--- config.mk ---
export PLATFORM = sky130hd
export DESIGN_NAME = alu_arbiter
export DESIGN_NICKNAME = d
export VERILOG_FILES = /design/src/rtl/alu_arbiter.sv
export SDC_FILE = /design/constraint.sdc
export NUM_CORES = 1
export LEC_CHECK = 0
export ABC_AREA = 1
export BUFFER_PORTS_ARGS = -buffer_cell sky130_fd_sc_hd__buf_2
export CORE_UTILIZATION = 54
export CTS_CLUSTER_DIAMETER = 150
export DETAILED_ROUTE_END_ITERATION = 12
export GPL_ROUTABILITY_DRIVEN = 0
export PLACE_DENSITY = 0.8
export RECOVER_POWER = 50
export SLEW_MARGIN = 15
export SYNTH_ARGS = -nofsm -noshare
export SYNTH_HDL_FRONTEND = slang
export SYNTH_SLANG_ARGS = --single-unit
--- constraint.sdc ---
create_clock -name clk -period 1.7 [get_ports clk]
set_input_delay 0.085 -clock clk [delete_from_list [all_inputs] [get_ports clk]]
set_output_delay 0.085 -clock clk [all_outputs]
set_load 0.02 [all_outputs]
--- src/rtl/alu_arbiter.sv ---
// alu_arbiter: shares one small 5-bit ALU between N_REQ requesters.
// Each operation goes through IDLE (grant/accept), EXEC (compute and register
// the result) and RESP (hold the response until the consumer takes it).
// Optional feature macro: ALU_ARB_RR_EN selects round-robin arbitration.
// Without it, arbitration is fixed priority and the lowest index wins.
module alu_arbiter #(
    parameter int N_REQ = 2
) (
    input  logic               clk,
    input  logic               rst_n,
    input  logic [N_REQ-1:0]   req_valid,
    output logic [N_REQ-1:0]   req_ready,
    input  logic [3*N_REQ-1:0] req_op,
    input  logic [5*N_REQ-1:0] req_a,
    input  logic [5*N_REQ-1:0] req_b,
    output logic               rsp_valid,
    input  logic               rsp_ready,
    output logic [1:0]         rsp_id,
    output logic [5:0]         rsp_data,
    output logic               rsp_ovf,
    output logic               busy
);

    typedef enum logic [1:0] {
        IDLE = 2'd0,
        EXEC = 2'd1,
        RESP = 2'd2
    } state_t;

    state_t       state;
    state_t       next_state;

    logic [N_REQ-1:0] grant;
    logic [1:0]       grant_idx;
    logic [2:0]       sel_op;
    logic [4:0]       sel_a;
    logic [4:0]       sel_b;
    logic             found;
    int               cand;
    logic             accept;

    logic [2:0]       lat_op;
    logic [4:0]       lat_a;
    logic [4:0]       lat_b;
    logic [1:0]       lat_id;
    logic [5:0]       res_data;
    logic             res_ovf;

    logic [5:0]       alu_sum;
    logic [5:0]       alu_out;

    // Search start index: a real register when round-robin, otherwise tied to 0.
    logic [1:0]       ptr;

`ifdef ALU_ARB_RR_EN
    // Pointer moves just past the requester that was accepted.
    always_ff @(posedge clk or negedge rst_n) begin
        if (!rst_n) begin
            ptr <= 2'd0;
        end else if (accept) begin
            ptr <= (int'(grant_idx) == N_REQ - 1) ? 2'd0 : grant_idx + 2'd1;
        end
    end
`else
    assign ptr = 2'd0;
`endif

    // Pick the first valid requester starting from ptr and wrapping around.
    always_comb begin
        grant     = '0;
        grant_idx = 2'd0;
        sel_op    = 3'd0;
        sel_a     = 5'd0;
        sel_b     = 5'd0;
        found     = 1'b0;
        cand      = 0;
        for (int k = 0; k < N_REQ; k++) begin
            cand = int'(ptr) + k;
            if (cand >= N_REQ) begin
                cand = cand - N_REQ;
            end
            for (int j = 0; j < N_REQ; j++) begin
                if (!found && (j == cand) && req_valid[j]) begin
                    grant[j]  = 1'b1;
                    grant_idx = 2'(j);
                    sel_op    = req_op[3*j +: 3];
                    sel_a     = req_a[5*j +: 5];
                    sel_b     = req_b[5*j +: 5];
                    found     = 1'b1;
                end
            end
        end
    end

    assign accept = (state == IDLE) && (|grant);

    // State register.
    always_ff @(posedge clk or negedge rst_n) begin
        if (!rst_n) begin
            state <= IDLE;
        end else begin
            state <= next_state;
        end
    end

    // Next-state: EXEC is always exactly one cycle, RESP waits for rsp_ready.
    always_comb begin
        next_state = state;
        case (state)
            IDLE:    if (accept)    next_state = EXEC;
            EXEC:                   next_state = RESP;
            RESP:    if (rsp_ready) next_state = IDLE;
            default:                next_state = IDLE;
        endcase
    end

    // ALU on the latched operands; the A+B carry doubles as the overflow flag.
    always_comb begin
        alu_sum = {1'b0, lat_a} + {1'b0, lat_b};
        alu_out = 6'd0;
        case (lat_op)
            3'b000:  alu_out = alu_sum;
            3'b001:  alu_out = {1'b0, lat_a} - {1'b0, lat_b};
            3'b010:  alu_out = {1'b0, lat_a & lat_b};
            3'b011:  alu_out = {1'b0, lat_a | lat_b};
            3'b100:  alu_out = {1'b0, lat_a ^ lat_b};
            3'b101:  alu_out = {1'b0, ~lat_a};
            3'b110:  alu_out = {lat_a, 1'b0};
            3'b111:  alu_out = {2'b00, lat_a[4:1]};
            default: alu_out = 6'd0;
        endcase
    end

    // Capture the winning request on accept and the result at the end of EXEC.
    always_ff @(posedge clk or negedge rst_n) begin
        if (!rst_n) begin
            lat_op   <= 3'd0;
            lat_a    <= 5'd0;
            lat_b    <= 5'd0;
            lat_id   <= 2'd0;
            res_data <= 6'd0;
            res_ovf  <= 1'b0;
        end else begin
            if (accept) begin
                lat_op <= sel_op;
                lat_a  <= sel_a;
                lat_b  <= sel_b;
                lat_id <= grant_idx;
            end
            if (state == EXEC) begin
                res_data <= alu_out;
                res_ovf  <= alu_sum[5];
            end
        end
    end

    // Outputs: grants only in IDLE, response fields forced to zero outside RESP.
    always_comb begin
        req_ready = '0;
        rsp_valid = 1'b0;
        rsp_id    = 2'd0;
        rsp_data  = 6'd0;
        rsp_ovf   = 1'b0;
        busy      = (state != IDLE);
        case (state)
            IDLE: req_ready = grant;
            RESP: begin
                rsp_valid = 1'b1;
                rsp_id    = lat_id;
                rsp_data  = res_data;
                rsp_ovf   = res_ovf;
            end
            default: ;
        endcase
    end

endmodule

==> results of run 1 <==
[cells in the mapped netlist]
cell	instances	share of area, %
sky130_fd_sc_hd__clkbuf_8	1	0.72
sky130_fd_sc_hd__conb_1	1	0.20
sky130_fd_sc_hd__xnor2_1	1	0.46
sky130_fd_sc_hd__o21bai_1	1	0.39
sky130_fd_sc_hd__inv_1	44	8.6
sky130_fd_sc_hd__nand2_1	66	13
sky130_fd_sc_hd__nor2_2	1	0.33
sky130_fd_sc_hd__a41oi_1	1	0.46
sky130_fd_sc_hd__xor2_1	1	0.46
sky130_fd_sc_hd__buf_4	2	0.79
sky130_fd_sc_hd__clkinv_1	1	0.20
sky130_fd_sc_hd__a31oi_1	14	4.6
sky130_fd_sc_hd__buf_2	3	0.79
sky130_fd_sc_hd__nor3_1	1	0.26
sky130_fd_sc_hd__o21ai_0	13	3.4
sky130_fd_sc_hd__dfrtp_1	23	30
sky130_fd_sc_hd__clkinv_8	1	0.85
sky130_fd_sc_hd__nor2_4	1	0.59
sky130_fd_sc_hd__inv_2	1	0.20
sky130_fd_sc_hd__ha_1	15	9.8
sky130_fd_sc_hd__nor2_1	43	8.4
sky130_fd_sc_hd__nand3_1	33	8.6
sky130_fd_sc_hd__o22ai_1	3	0.98
sky130_fd_sc_hd__fa_1	2	2.1
sky130_fd_sc_hd__clkbuf_1	2	0.39
sky130_fd_sc_hd__a21oi_1	6	1.6
sky130_fd_sc_hd__nand4_1	5	1.6
[sequential cells by signal, summed over array words and instances (netlist names)]
register / cells
res_data: 6
lat_b: 5
state: 2
lat_op: 3
res_ovf: 1
lat_a: 5
lat_id: 1
[routing by layer]
| metal | track usage (%) | share of wire (%) | wire [um] | vias up |
|---|---|---|---|---|
| met5 | 0 | 0 | 0 | - |
| met4 | 9.21 | 3.7 | 174 | 0 |
| met3 | 3.57 | 6.2 | 295 | 17 |
| met2 | 43.0 | 47 | 2220 | 94 |
| met1 | 34.8 | 43 | 2060 | 878 |
| li1 | - | - | - | 1021 |
[cell families (layout without fill, tap and decap cells)]
logic type / after synthesis / in the layout / share of synthesized area, %
AO/OA/AOI/OAI: 38 / 38 / 11.4
XOR/XNOR: 2 / 2 / 0.917
buffers and inverters: 55 / 110 / 12.6
other: 1 / 1 / 0.196
AND/OR/NAND/NOR: 150 / 150 / 32.9
flip-flops: 23 / 23 / 30.1
adder cells (fa/ha/maj): 17 / 17 / 11.9
[how the worst max path moves through the flow]
stage,startpoint,endpoint,slack [ns],cells past startpoint
2_1_floorplan,lat_a[0]$_DFFE_PN0P_,res_data[4]$_DFFE_PN0N_,0.11,11
3_3_place_gp,lat_b[0]$_DFFE_PN0P_,res_data[4]$_DFFE_PN0N_,0.04,11
3_5_place_dp,lat_b[0]$_DFFE_PN0P_,res_data[4]$_DFFE_PN0N_,-0.02,11
4_1_cts,lat_a[0]$_DFFE_PN0P_,res_data[1]$_DFFE_PN0N_,0.02,8
5_1_grt,lat_a[0]$_DFFE_PN0P_,res_data[4]$_DFFE_PN0N_,-0.08,11
6_report,lat_b[0]$_DFFE_PN0P_,res_data[1]$_DFFE_PN0N_,-0.01,7
[metrics by stage]
stage	instances	cell area (um^2)	util [%]	hold slack, ns	setup TNS [ns]
floorplan	286	1910	-	-0.211	0
global placement	376	2200	65.5	0.0936	0
detailed placement	376	2200	65.5	0.0954	-0.0245
CTS	385	2280	67.9	0.00382	0
global route	387	2350	69.9	0.0168	-0.201
finish	387	2350	69.9	0.00469	-0.0119
[what timing repair did]
item,4_1_cts,5_1_grt
buffers inserted,1,2
resized for setup,3,16
pin swaps,1,8
hold buffers,4,0
endpoints found under the setup margin,1,13
hold endpoints to repair,26,0
[critical path, delay by kind of cell (launching register included)]
family / cells / cell delay (ns)
compound gates: 1 / 0.10
fa+ha+maj: 2 / 0.70
flops: 1 / 0.48
simple gates: 4 / 0.34
[layout make-up]
cell class | instances | area (um^2) | area share [%]
clock buffer | 3 | 22.5 | 0.958
clock inverter | 1 | 5.00 | 0.213
inverter | 47 | 189 | 8.04
multi-input combinational | 208 | 1150 | 49.1
sequential | 23 | 578 | 24.6
tap | 46 | 57.6 | 2.45
timing repair buffer | 59 | 344 | 14.6
[report_power, final]
| group | switching, mW | internal (mW) | total (mW) |
|---|---|---|---|
| logic | 2.13 | 1.33 | 3.46 |
| registers | 0.266 | 0.827 | 1.09 |
| clock network | 0.176 | 0.0883 | 0.265 |
| total | 2.57 | 2.24 | 4.81 |
==> metrics.md, run 1 <==
| Metric | Value |
|---|---|
| Outcome | `finished with violations` |
| Violated checks | `setup timing` |
| Most numerous cell on the critical path | `sky130_fd_sc_hd__nand2_1` |
| TritonCTS Sinks | `23` |
| CP Max Fanout | `4` |
| Startpoint of the most critical register-to-register path | `lat_b[0]$_DFFE_PN0P_` |
| Drt total wl | `between 4 and 5 mm` |
| Yosys warnings | `0` |
| Commonest cells after routing, fill and taps aside | `sky130_fd_sc_hd__nand2_1, sky130_fd_sc_hd__nor2_1, sky130_fd_sc_hd__inv_1` |
| Overall routing resource usage | `between 20% and 30%` |
| Share of layout cells above drive strength 1 | `between 20 and 25%` |
| Post-Synthesis Cell Area | `~1900 um^2` |
| Pleak | `1.27 nW` |
| Starting density of the core | `between 50% and 60%` |
| Hold Path Class | `input port to flop` |
| Worst slew margin relative to its limit | `16.4%` |
| Clock tree root buffer cell | `sky130_fd_sc_hd__clkbuf_4` |
| Floorplan core area | `~3400 um^2` |
| Ratio of routed vias to standard cells | `slightly above 5` |
| Slowest library cell on the worst path | `sky130_fd_sc_hd__fa_2` |
| Hold-critical path endpoint | `lat_b[0]$_DFFE_PN0P_` |
| Wire length per cell | `around 12 um` |
| R2R Path End | `res_data[1]$_DFFE_PN0N_` |
| Pre-CTS WS | `-0.0245 ns` |
| H-tree depth | `1` |
| Gate Count Post-Synth | `approximately 290` |
| Setup repair after global routing missed its margin | `yes` |
| First drt pass iteration count | `4` |
| Horiz. Die Dim | `~60 um` |
| Register bit count reported by yosys | `23` |
| First-iteration detailed-routing DRC count | `157` |
| Nets@finish | `slightly below 400` |
| Worst-path clk slew | `0.14 ns` |
| Fin Clk Skew | `roughly 0.015 ns` |
| First-pass GRT wire length | `around 7.3 mm` |
| Slack of the worst reg-to-reg path | `-0.01 ns` |
| Transition time at the pin with the least slew margin | `approximately 1.3 ns` |
| Depth of the worst register-to-register path | `7` |
| Share of the cycle needed by the critical path after routing | `101%` |
| Via count | `about 2000` |
| Worst Setup Path Type | `flop to flop` |
| Number of antenna repair diodes | `0` |
| Post-synthesis area per instance | `between 6 and 7 um^2` |
| Top-level port count | `44` |
| P per Cell Area | `2050 nW/um^2` |
| Shortest period the worst path allows | `about 1.7 ns` |
| Via count of the first global-routing pass | `between 1500 and 2000` |
| Final setup viols | `1` |
| Maximum number of pins on one net before global-route repair | `28` |
| Cts bufs inserted | `3` |
| Number of pins with negative max-slew slack in the final report | `0` |
| Highest ir drop seen on vdd | `0.966 mV` |
| Remaining antenna violation count | `0` |
| Beginning of the worst hold path | `req_b[0]` |
| Critical Path Sink Type | `flop` |
| Crit path arrival time | `1.95 ns` |
| Nature of the critical path startpoint | `flop` |
| Post-layout worst setup margin | `-0.0119 ns` |
| Number of cells on the worst hold path | `3` |
| Synthesized Nets | `~330` |
| DRC violations left | `0` |
| Final Hold Fails | `0` |
| Count of cell types in the netlist | `27` |
| Global route total overflow | `0` |
| Data required time at the worst endpoint | `1.94 ns` |
| CTS Buffer Depth | `2` |
| Input/output buffers | `42` |
| Skew-Pair Late Insertion Delay | `between 0.3 and 0.4 ns` |
| Most common cell after layout, fill and taps aside | `sky130_fd_sc_hd__nand2_1` |
| Filler Cell Count | `between 300 and 400` |
| Fmax | `584 MHz` |
| Die area | `3780 um^2` |
| Standard-cell row count | `21` |
| Register area share after synthesis | `about 30%` |
| Largest stage delay, worst path | `roughly 0.52 ns` |
| Die boundary height | `61.5 um` |
| Cells along the critical path | `ha_4 -> fa_2 -> o21ai_0 -> nor2_1 -> nand2_1 -> nand2_1 -> nand2_1` |
| Detailed placer's ending HPWL | `about 3.5 mm` |
| Antenna violations before repair | `0` |
| Max_cap viols | `0` |
| CTS tree | `done` |
| Growth of design area from synthesis to finish | `23.0%` |
| Total Power Consumption | `roughly 4.8 mW` |
Note: power is estimated with default switching activity, not from simulation.
==> inputs of run 2 (changes only) <==
Settings changed: PLACE_DENSITY 0.8 to default, PLACE_DENSITY_LB_ADDON from default to 0.15.
==> metrics.md, run 2 (same netlist as run 1, synthesis figures left out) <==
| Metric | Value |
|---|---|
| Largest stage delay, worst path | `0.42 ns (was 0.52 ns)` |
| Depth of the worst register-to-register path | `11 (was 7)` |
| Global route total overflow | `0 (unchanged)` |
| Detailed placer's ending HPWL | `3.63 mm (was 3.48 mm)` |
| Most numerous cell on the critical path | `sky130_fd_sc_hd__nand2_1 (unchanged)` |
| Cells along the critical path | `inv_2 -> ha_2 -> fa_2 -> inv_1 -> nand3_1 -> nand2_1 -> nand2_1 -> nand3_1 -> nand2_1 -> nor2_1 -> nor2_1 (was ha_4 -> fa_2 -> o21ai_0 -> nor2_1 -> nand2_1 -> nand2_1 -> nand2_1)` |
| DRC violations left | `0 (unchanged)` |
| First-iteration detailed-routing DRC count | `116 (was 157)` |
| Die boundary height | `61.5 um (unchanged)` |
| Filler Cell Count | `316 (was 309)` |
| H-tree depth | `1 (unchanged)` |
| Global Route met1 Usage | `36.3% (was 34.8%)` |
| Startpoint of the most critical register-to-register path | `lat_a[0]$_DFFE_PN0P_ (was lat_b[0]$_DFFE_PN0P_)` |
| Starting density of the core | `56.8% (unchanged)` |
| Input/output buffers | `42 (unchanged)` |
| Shortest period the worst path allows | `1.66 ns (was 1.71 ns)` |
| Maximum number of pins on one net before global-route repair | `28 (unchanged)` |
| Remaining antenna violation count | `0 (unchanged)` |
| Worst-path clk slew | `0.14 ns (about the same)` |
| TritonCTS Sinks | `23 (unchanged)` |
| Nature of the critical path startpoint | `flop (unchanged)` |
| Data required time at the worst endpoint | `1.93 ns (was 1.94 ns)` |
| Largest regs | `res_data: 6 flops, lat_a: 5 flops, lat_b: 5 flops (unchanged)` |
| Highest ir drop seen on vdd | `1.28 mV (was 0.966 mV)` |
| Commonest cells after routing, fill and taps aside | `sky130_fd_sc_hd__nand2_1, sky130_fd_sc_hd__nor2_1, sky130_fd_sc_hd__inv_1 (unchanged)` |
| Die area | `3780 um^2 (unchanged)` |
| Hold-critical path endpoint | `lat_op[1]$_DFFE_PN0P_ (was lat_b[0]$_DFFE_PN0P_)` |
| Global-route track usage on met2 | `45.6% (was 43.0%)` |
| First drt pass iteration count | `4 (unchanged)` |
| Floorplan core area | `3360 um^2 (unchanged)` |
| Crit path arrival time | `1.89 ns (was 1.95 ns)` |
| Transition time at the pin with the least slew margin | `1.27 ns (was 1.25 ns)` |
| Number of cells on the worst hold path | `3 (unchanged)` |
| CTS Buffer Depth | `2 (unchanged)` |
| Cts bufs inserted | `3 (unchanged)` |
| Number of pins with negative max-slew slack in the final report | `0 (unchanged)` |
| Pleak | `1.29 nW (was 1.27 nW)` |
| Wire length per cell | `12.1 um (was 12.3 um)` |
| Ratio of routed vias to standard cells | `5.15 (was 5.19)` |
| CTS tree | `done (unchanged)` |
| Worst path buffer plus inverter count | `2 (was 0)` |
| Register with the most flip-flops | `res_data (unchanged)` |
| Top-level port count | `44 (unchanged)` |
| Worst slew margin relative to its limit | `15.3% (was 16.4%)` |
| Clock tree root buffer cell | `sky130_fd_sc_hd__clkbuf_4 (unchanged)` |
| Nets@finish | `396 (was 390)` |
| Fin Clk Skew | `0.00235 ns (was 0.0150 ns)` |
| Cell area after layout | `2370 um^2 (was 2350 um^2)` |
| Share of layout cells above drive strength 1 | `21.9% (was 21.7%)` |
| R2R Path End | `res_data[4]$_DFFE_PN0N_ (was res_data[1]$_DFFE_PN0N_)` |
| Critical Path Sink Type | `flop (unchanged)` |
| CP Max Fanout | `3 (was 4)` |
| Final setup viols | `0 (was 1)` |
| Number of antenna repair diodes | `0 (unchanged)` |
| P per Cell Area | `2020 nW/um^2 (was 2050 nW/um^2)` |
| Via count of the first global-routing pass | `1730 (was 1640)` |
| Most common cell after layout, fill and taps aside | `sky130_fd_sc_hd__nand2_1 (unchanged)` |
| Antenna violations before repair | `0 (unchanged)` |
| Growth of design area from synthesis to finish | `23.9% (was 23.0%)` |
| Via count | `2024 (was 2010)` |
| Kind of cell with the highest combined delay on the critical path | `adder cells (unchanged)` |
| Share of the cycle needed by the critical path after routing | `97.9% (was 101%)` |
| Number of flip-flops in the largest register | `6 (unchanged)` |
| Final Hold Fails | `0 (unchanged)` |
| Worst Setup Path Type | `flop to flop (unchanged)` |
| Slowest library cell on the worst path | `sky130_fd_sc_hd__dfrtp_1 (was sky130_fd_sc_hd__fa_2)` |
| Combined area of the multi-input logic cells | `1120 um^2 (was 1150 um^2)` |
| Max_cap viols | `0 (unchanged)` |
| Horiz. Die Dim | `61.5 um (unchanged)` |
| Drt total wl | `4.76 mm (was 4.75 mm)` |
| Standard-cell row count | `21 (unchanged)` |
| First-pass GRT wire length | `7.65 mm (was 7.27 mm)` |
| Slack of the worst reg-to-reg path | `0.04 ns (was -0.01 ns)` |
| Final setup TNS | `0 ns (was -0.0119 ns)` |
| Area after detailed placement | `2220 um^2 (was 2200 um^2)` |
| Hold Path Class | `input port to flop (unchanged)` |
| Skew-Pair Late Insertion Delay | `0.32 ns (was 0.33 ns)` |
| Beginning of the worst hold path | `req_op[1] (was req_b[0])` |
| Overall routing resource usage | `27.9% (was 26.0%)` |
| Fmax | `601 MHz (was 584 MHz)` |
| Setup repair after global routing missed its margin | `yes (unchanged)` |
| Busiest layer in global routing | `met2 (unchanged)` |
| Global routing usage on met3 | `3.15% (was 3.57%)` |
| Sequential Area | `576 um^2 (was 578 um^2)` |
| Outcome | `finished, final reports clean (was finished with violations)` |
run 2: cell count changes in the layout (fill, tap and decap cells not counted), sizes merged:
cell / before / now
buf: 52 / 56
clkbuf: 6 / 5
inv: 46 / 45
dlygate4sd3: 4 / 7
clkinv: 2 / 3
run 2: how the worst max path moves through the flow:
| stage | start | end | slack, ns | depth (start not counted) |
|---|---|---|---|---|
| final | lat_a[0]$_DFFE_PN0P_ | res_data[4]$_DFFE_PN0N_ | 0.04 | 11 |
| after global routing | lat_b[0]$_DFFE_PN0P_ | res_data[4]$_DFFE_PN0N_ | -0.08 | 11 |
| after CTS | lat_a[0]$_DFFE_PN0P_ | res_data[4]$_DFFE_PN0N_ | 0.04 | 11 |
| after detailed placement | lat_a[0]$_DFFE_PN0P_ | res_data[4]$_DFFE_PN0N_ | -0.03 | 11 |
| after global placement | lat_b[0]$_DFFE_PN0P_ | res_data[4]$_DFFE_PN0N_ | 0.04 | 11 |
| after floorplan | lat_a[0]$_DFFE_PN0P_ | res_data[4]$_DFFE_PN0N_ | 0.11 | 11 |
run 2: where the power goes:
part	internal [mW]	leakage [nW]	switching [mW]
logic	1.36	1.00	2.08
clock network	0.0883	0.0177	0.181
registers	0.822	0.271	0.241
total	2.27	1.29	2.50
run 2: cell type report:
type	count	area share (%)
clock buffer	3	0.951
clock inverter	1	0.211
inverter	47	7.98
multi-input combinational	208	47.3
sequential	23	24.3
tap	46	2.43
timing repair buffer	65	16.8
run 2: per-stage QoR:
stage                     hold slack (ns)  util [%]  worst slack, ns  total power [mW]  cells
after floorplan                    -0.211         -            0.106              3.34    286
after global placement             0.0811      65.9           0.0393              4.21    378
after detailed placement           0.0921      65.9          -0.0336              4.29    378
after CTS                        0.000116      69.3           0.0375              4.61    390
after global routing               0.0117      70.4          -0.0813              5.31    393
final                             0.00621      70.4           0.0360              4.78    393
run 2: worst reg2reg max path, stage by stage, from the launching register on:
cell and delay (ns):
sky130_fd_sc_hd__dfrtp_1 0.42, sky130_fd_sc_hd__inv_2 0.05, sky130_fd_sc_hd__ha_2 0.19, sky130_fd_sc_hd__fa_2 0.35
sky130_fd_sc_hd__inv_1 0.08, sky130_fd_sc_hd__nand3_1 0.09, sky130_fd_sc_hd__nand2_1 0.08, sky130_fd_sc_hd__nand2_1 0.05
sky130_fd_sc_hd__nand3_1 0.06, sky130_fd_sc_hd__nand2_1 0.05, sky130_fd_sc_hd__nor2_1 0.10, sky130_fd_sc_hd__nor2_1 0.05
run 2: what timing repair did:
action	in CTS	in global routing
setup buffers	1	3
pin swaps	0	5
cloned	0	0
resized for setup	4	9
hold buffers	7	0
endpoints found under the setup margin	2	5
hold endpoints to repair	29	0
run 2: per-layer routing:
| metal | part of all wire, % | up-vias |
|---|---|---|
| li1 | - | 1034 |
| met2 | 48 | 80 |
| met1 | 43 | 895 |
| met5 | 0 | - |
| met3 | 5.9 | 15 |
| met4 | 3.6 | 0 |
==> inputs of run 3 (changes only) <==
Clock period 1.7 ns to 1.57 ns, I/O delays scaled along.
==> metrics.md, run 3 (same netlist as run 1, synthesis figures left out) <==
| Metric | Value |
|---|---|
| CP Max Fanout | `3 (unchanged)` |
| Horiz. Die Dim | `61.5 um (unchanged)` |
| Fin Clk Skew | `0.00101 ns (was 0.00235 ns)` |
| Largest regs | `res_data: 6 flops, lat_a: 5 flops, lat_b: 5 flops (unchanged)` |
| Worst path buffer plus inverter count | `0 (was 2)` |
| Via count of the first global-routing pass | `1718 (was 1730)` |
| Filler Cell Count | `288 (was 316)` |
| Die area | `3780 um^2 (unchanged)` |
| Highest ir drop seen on vdd | `1.39 mV (was 1.28 mV)` |
| Clock tree root buffer cell | `sky130_fd_sc_hd__clkbuf_4 (unchanged)` |
| Share of layout cells above drive strength 1 | `31.6% (was 21.9%)` |
| TritonCTS Sinks | `23 (unchanged)` |
| Starting density of the core | `56.8% (unchanged)` |
| Utilization after layout | `75.3% (was 70.4%)` |
| Transition time at the pin with the least slew margin | `1.22 ns (was 1.27 ns)` |
| H-tree depth | `1 (unchanged)` |
| Number of antenna repair diodes | `0 (unchanged)` |
| Top-level port count | `44 (unchanged)` |
| Largest stage delay, worst path | `0.46 ns (was 0.42 ns)` |
| Final setup viols | `3 (was 0)` |
| First-iteration detailed-routing DRC count | `125 (was 116)` |
| First drt pass iteration count | `5 (was 4)` |
| Fin cells | `404 (was 393)` |
| Detailed placer's ending HPWL | `3.66 mm (was 3.63 mm)` |
| Input/output buffers | `42 (unchanged)` |
| Critical Path Sink Type | `flop (unchanged)` |
| Pleak | `1.35 nW (was 1.29 nW)` |
| Maximum number of pins on one net before global-route repair | `28 (unchanged)` |
| Sequential Area | `578 um^2 (was 576 um^2)` |
| Skew-Pair Late Insertion Delay | `0.31 ns (was 0.32 ns)` |
| Shortest period the worst path allows | `1.67 ns (was 1.66 ns)` |
| Final Hold Fails | `0 (unchanged)` |
| Remaining antenna violation count | `0 (unchanged)` |
| P per Cell Area | `2370 nW/um^2 (was 2020 nW/um^2)` |
| Crit path arrival time | `1.90 ns (was 1.89 ns)` |
| Setup repair after global routing missed its margin | `yes (unchanged)` |
| Fmax | `598 MHz (was 601 MHz)` |
| Drt total wl | `5.04 mm (was 4.76 mm)` |
| Total Power Consumption | `6.00 mW (was 4.78 mW)` |
| Worst Setup Path Type | `flop to flop (unchanged)` |
| Slowest library cell on the worst path | `sky130_fd_sc_hd__dfrtp_2 (was sky130_fd_sc_hd__dfrtp_1)` |
| Growth of design area from synthesis to finish | `32.5% (was 23.9%)` |
| Die boundary height | `61.5 um (unchanged)` |
| Overall routing resource usage | `26.7% (was 27.9%)` |
| First-pass GRT wire length | `7.49 mm (was 7.65 mm)` |
| Number of cells after detailed placement | `391 (was 378)` |
| Global route total overflow | `0 (unchanged)` |
| Min Hold Slack | `0.00272 ns (was 0.00621 ns)` |
| Floorplan core area | `3360 um^2 (unchanged)` |
| Nets@finish | `407 (was 396)` |
| Data required time at the worst endpoint | `1.79 ns (was 1.93 ns)` |
| Standard-cell row count | `21 (unchanged)` |
| Most common cell after layout, fill and taps aside | `sky130_fd_sc_hd__nand2_1 (unchanged)` |
| Antenna violations before repair | `0 (unchanged)` |
| Most numerous cell on the critical path | `sky130_fd_sc_hd__nand2_1 (unchanged)` |
| Worst slew margin relative to its limit | `18.4% (was 15.3%)` |
| Number of flip-flops in the largest register | `6 (unchanged)` |
| CTS Buffer Depth | `2 (unchanged)` |
| Cells along the critical path | `ha_4 -> fa_2 -> xnor2_1 -> o21ai_0 -> nor2_1 -> nand2_1 -> nand2_1 -> nand2_1 (was inv_2 -> ha_2 -> fa_2 -> inv_1 -> nand3_1 -> nand2_1 -> nand2_1 -> nand3_1 -> nand2_1 -> nor2_1 -> nor2_1)` |
| Violated checks | `setup timing` |
| DRC violations left | `0 (unchanged)` |
| Cts bufs inserted | `3 (unchanged)` |
| Hold Path Class | `input port to flop (unchanged)` |
| Outcome | `finished with violations (was finished, final reports clean)` |
| Max_cap viols | `0 (unchanged)` |
| Via count | `2080 (was 2024)` |
| Ratio of routed vias to standard cells | `5.15 (about the same)` |
| Kind of cell with the highest combined delay on the critical path | `adder cells (unchanged)` |
| Nature of the critical path startpoint | `flop (unchanged)` |
| Register with the most flip-flops | `res_data (unchanged)` |
| Post-layout worst setup margin | `-0.102 ns (was 0.0360 ns)` |
| Number of pins with negative max-slew slack in the final report | `0 (unchanged)` |
| Pre-CTS WS | `-0.0514 ns (was -0.0336 ns)` |
| Combined area of the multi-input logic cells | `1210 um^2 (was 1120 um^2)` |
| Worst-path clk slew | `0.13 ns (was 0.14 ns)` |
| Share of the cycle needed by the critical path after routing | `106% (was 97.9%)` |
| Commonest cells after routing, fill and taps aside | `sky130_fd_sc_hd__nand2_1, sky130_fd_sc_hd__nor2_1, sky130_fd_sc_hd__buf_2 (was sky130_fd_sc_hd__nand2_1, sky130_fd_sc_hd__nor2_1, sky130_fd_sc_hd__inv_1)` |
| CTS tree | `done (unchanged)` |
| Wire length per cell | `12.5 um (was 12.1 um)` |
==> run 3: cell types whose count changed in the layout (fill, tap and decap cells not counted), moves of 3 or more <==
cell | previous run | this run
sky130_fd_sc_hd__buf_4 | 16 | 31
sky130_fd_sc_hd__dlygate4sd3_1 | 7 | 2
sky130_fd_sc_hd__ha_1 | 10 | 7
sky130_fd_sc_hd__ha_4 | 0 | 5
sky130_fd_sc_hd__inv_1 | 41 | 32
sky130_fd_sc_hd__inv_2 | 4 | 13
sky130_fd_sc_hd__nand3_1 | 32 | 29
sky130_fd_sc_hd__nand3_2 | 1 | 4
==> run 3: area by class of cell <==
class / instances / area share [%]
Timing Repair Buffer: 76 / 18.6
Multi-Input combinational cell: 208 / 47.6
Clock buffer: 3 / 0.889
Tap cell: 46 / 2.27
Sequential cell: 23 / 22.8
Inverter: 47 / 7.56
Clock inverter: 1 / 0.198
==> run 3: repair_timing <==
| item | in CTS | in global routing |
|---|---|---|
| setup endpoints to repair | 4 | 13 |
| gates resized for setup | 5 | 32 |
| buffers inserted | 2 | 5 |
| hold buffers | 2 | 0 |
| hold endpoints to repair | 24 | 0 |
| pin swaps | 8 | 21 |
==> run 3: through the flow <==
step                      area (um^2)  setup TNS, ns
after global routing             2530         -0.650
after CTS                        2400         -0.147
final                            2530         -0.152
after global placement           2320        -0.0236
after floorplan                  1920              0
after detailed placement         2320         -0.142
==> run 3: final timing paths <==
check                                           to               startpoint  slack (ns)  depth (start not counted)
max                        res_data[2]$_DFFE_PN0N_     lat_b[0]$_DFFE_PN0P_       -0.10                          8
min                           lat_b[0]$_DFFE_PN0P_                 req_b[0]       0.003                          3
max reg2reg                res_data[2]$_DFFE_PN0N_     lat_b[0]$_DFFE_PN0P_       -0.10                          8
min reg2reg                res_data[3]$_DFFE_PN0N_  res_data[3]$_DFFE_PN0N_        0.49                          2
max in group asynchronous     lat_b[0]$_DFFE_PN0P_                    rst_n        0.24                          2
min in group asynchronous     lat_b[4]$_DFFE_PN0P_                    rst_n        0.53                          2
==> run 3: tightest hold or removal path, delay by kind of cell <==
family / cells / cell delay [ns]
AND/OR/NAND/NOR: 1 / 0.05
AO/OA/AOI/OAI: 1 / 0.07
buffers and inverters: 1 / 0.10
==> run 3: layer usage <==
metal	track usage (%)	part of all wire [%]	up-vias
met5	0	0	-
met4	11.1	4.2	0
met3	3.15	4.8	23
met2	43.6	48	87
met1	36.0	43	909
li1	-	-	1061
==> run 3: power breakdown <==
| part | total (mW) | switching [mW] | internal [mW] | leakage [nW] |
|---|---|---|---|---|
| clock network | 0.278 | 0.183 | 0.0954 | 0.0177 |
| logic | 4.56 | 2.58 | 1.98 | 1.06 |
| registers | 1.16 | 0.265 | 0.897 | 0.269 |
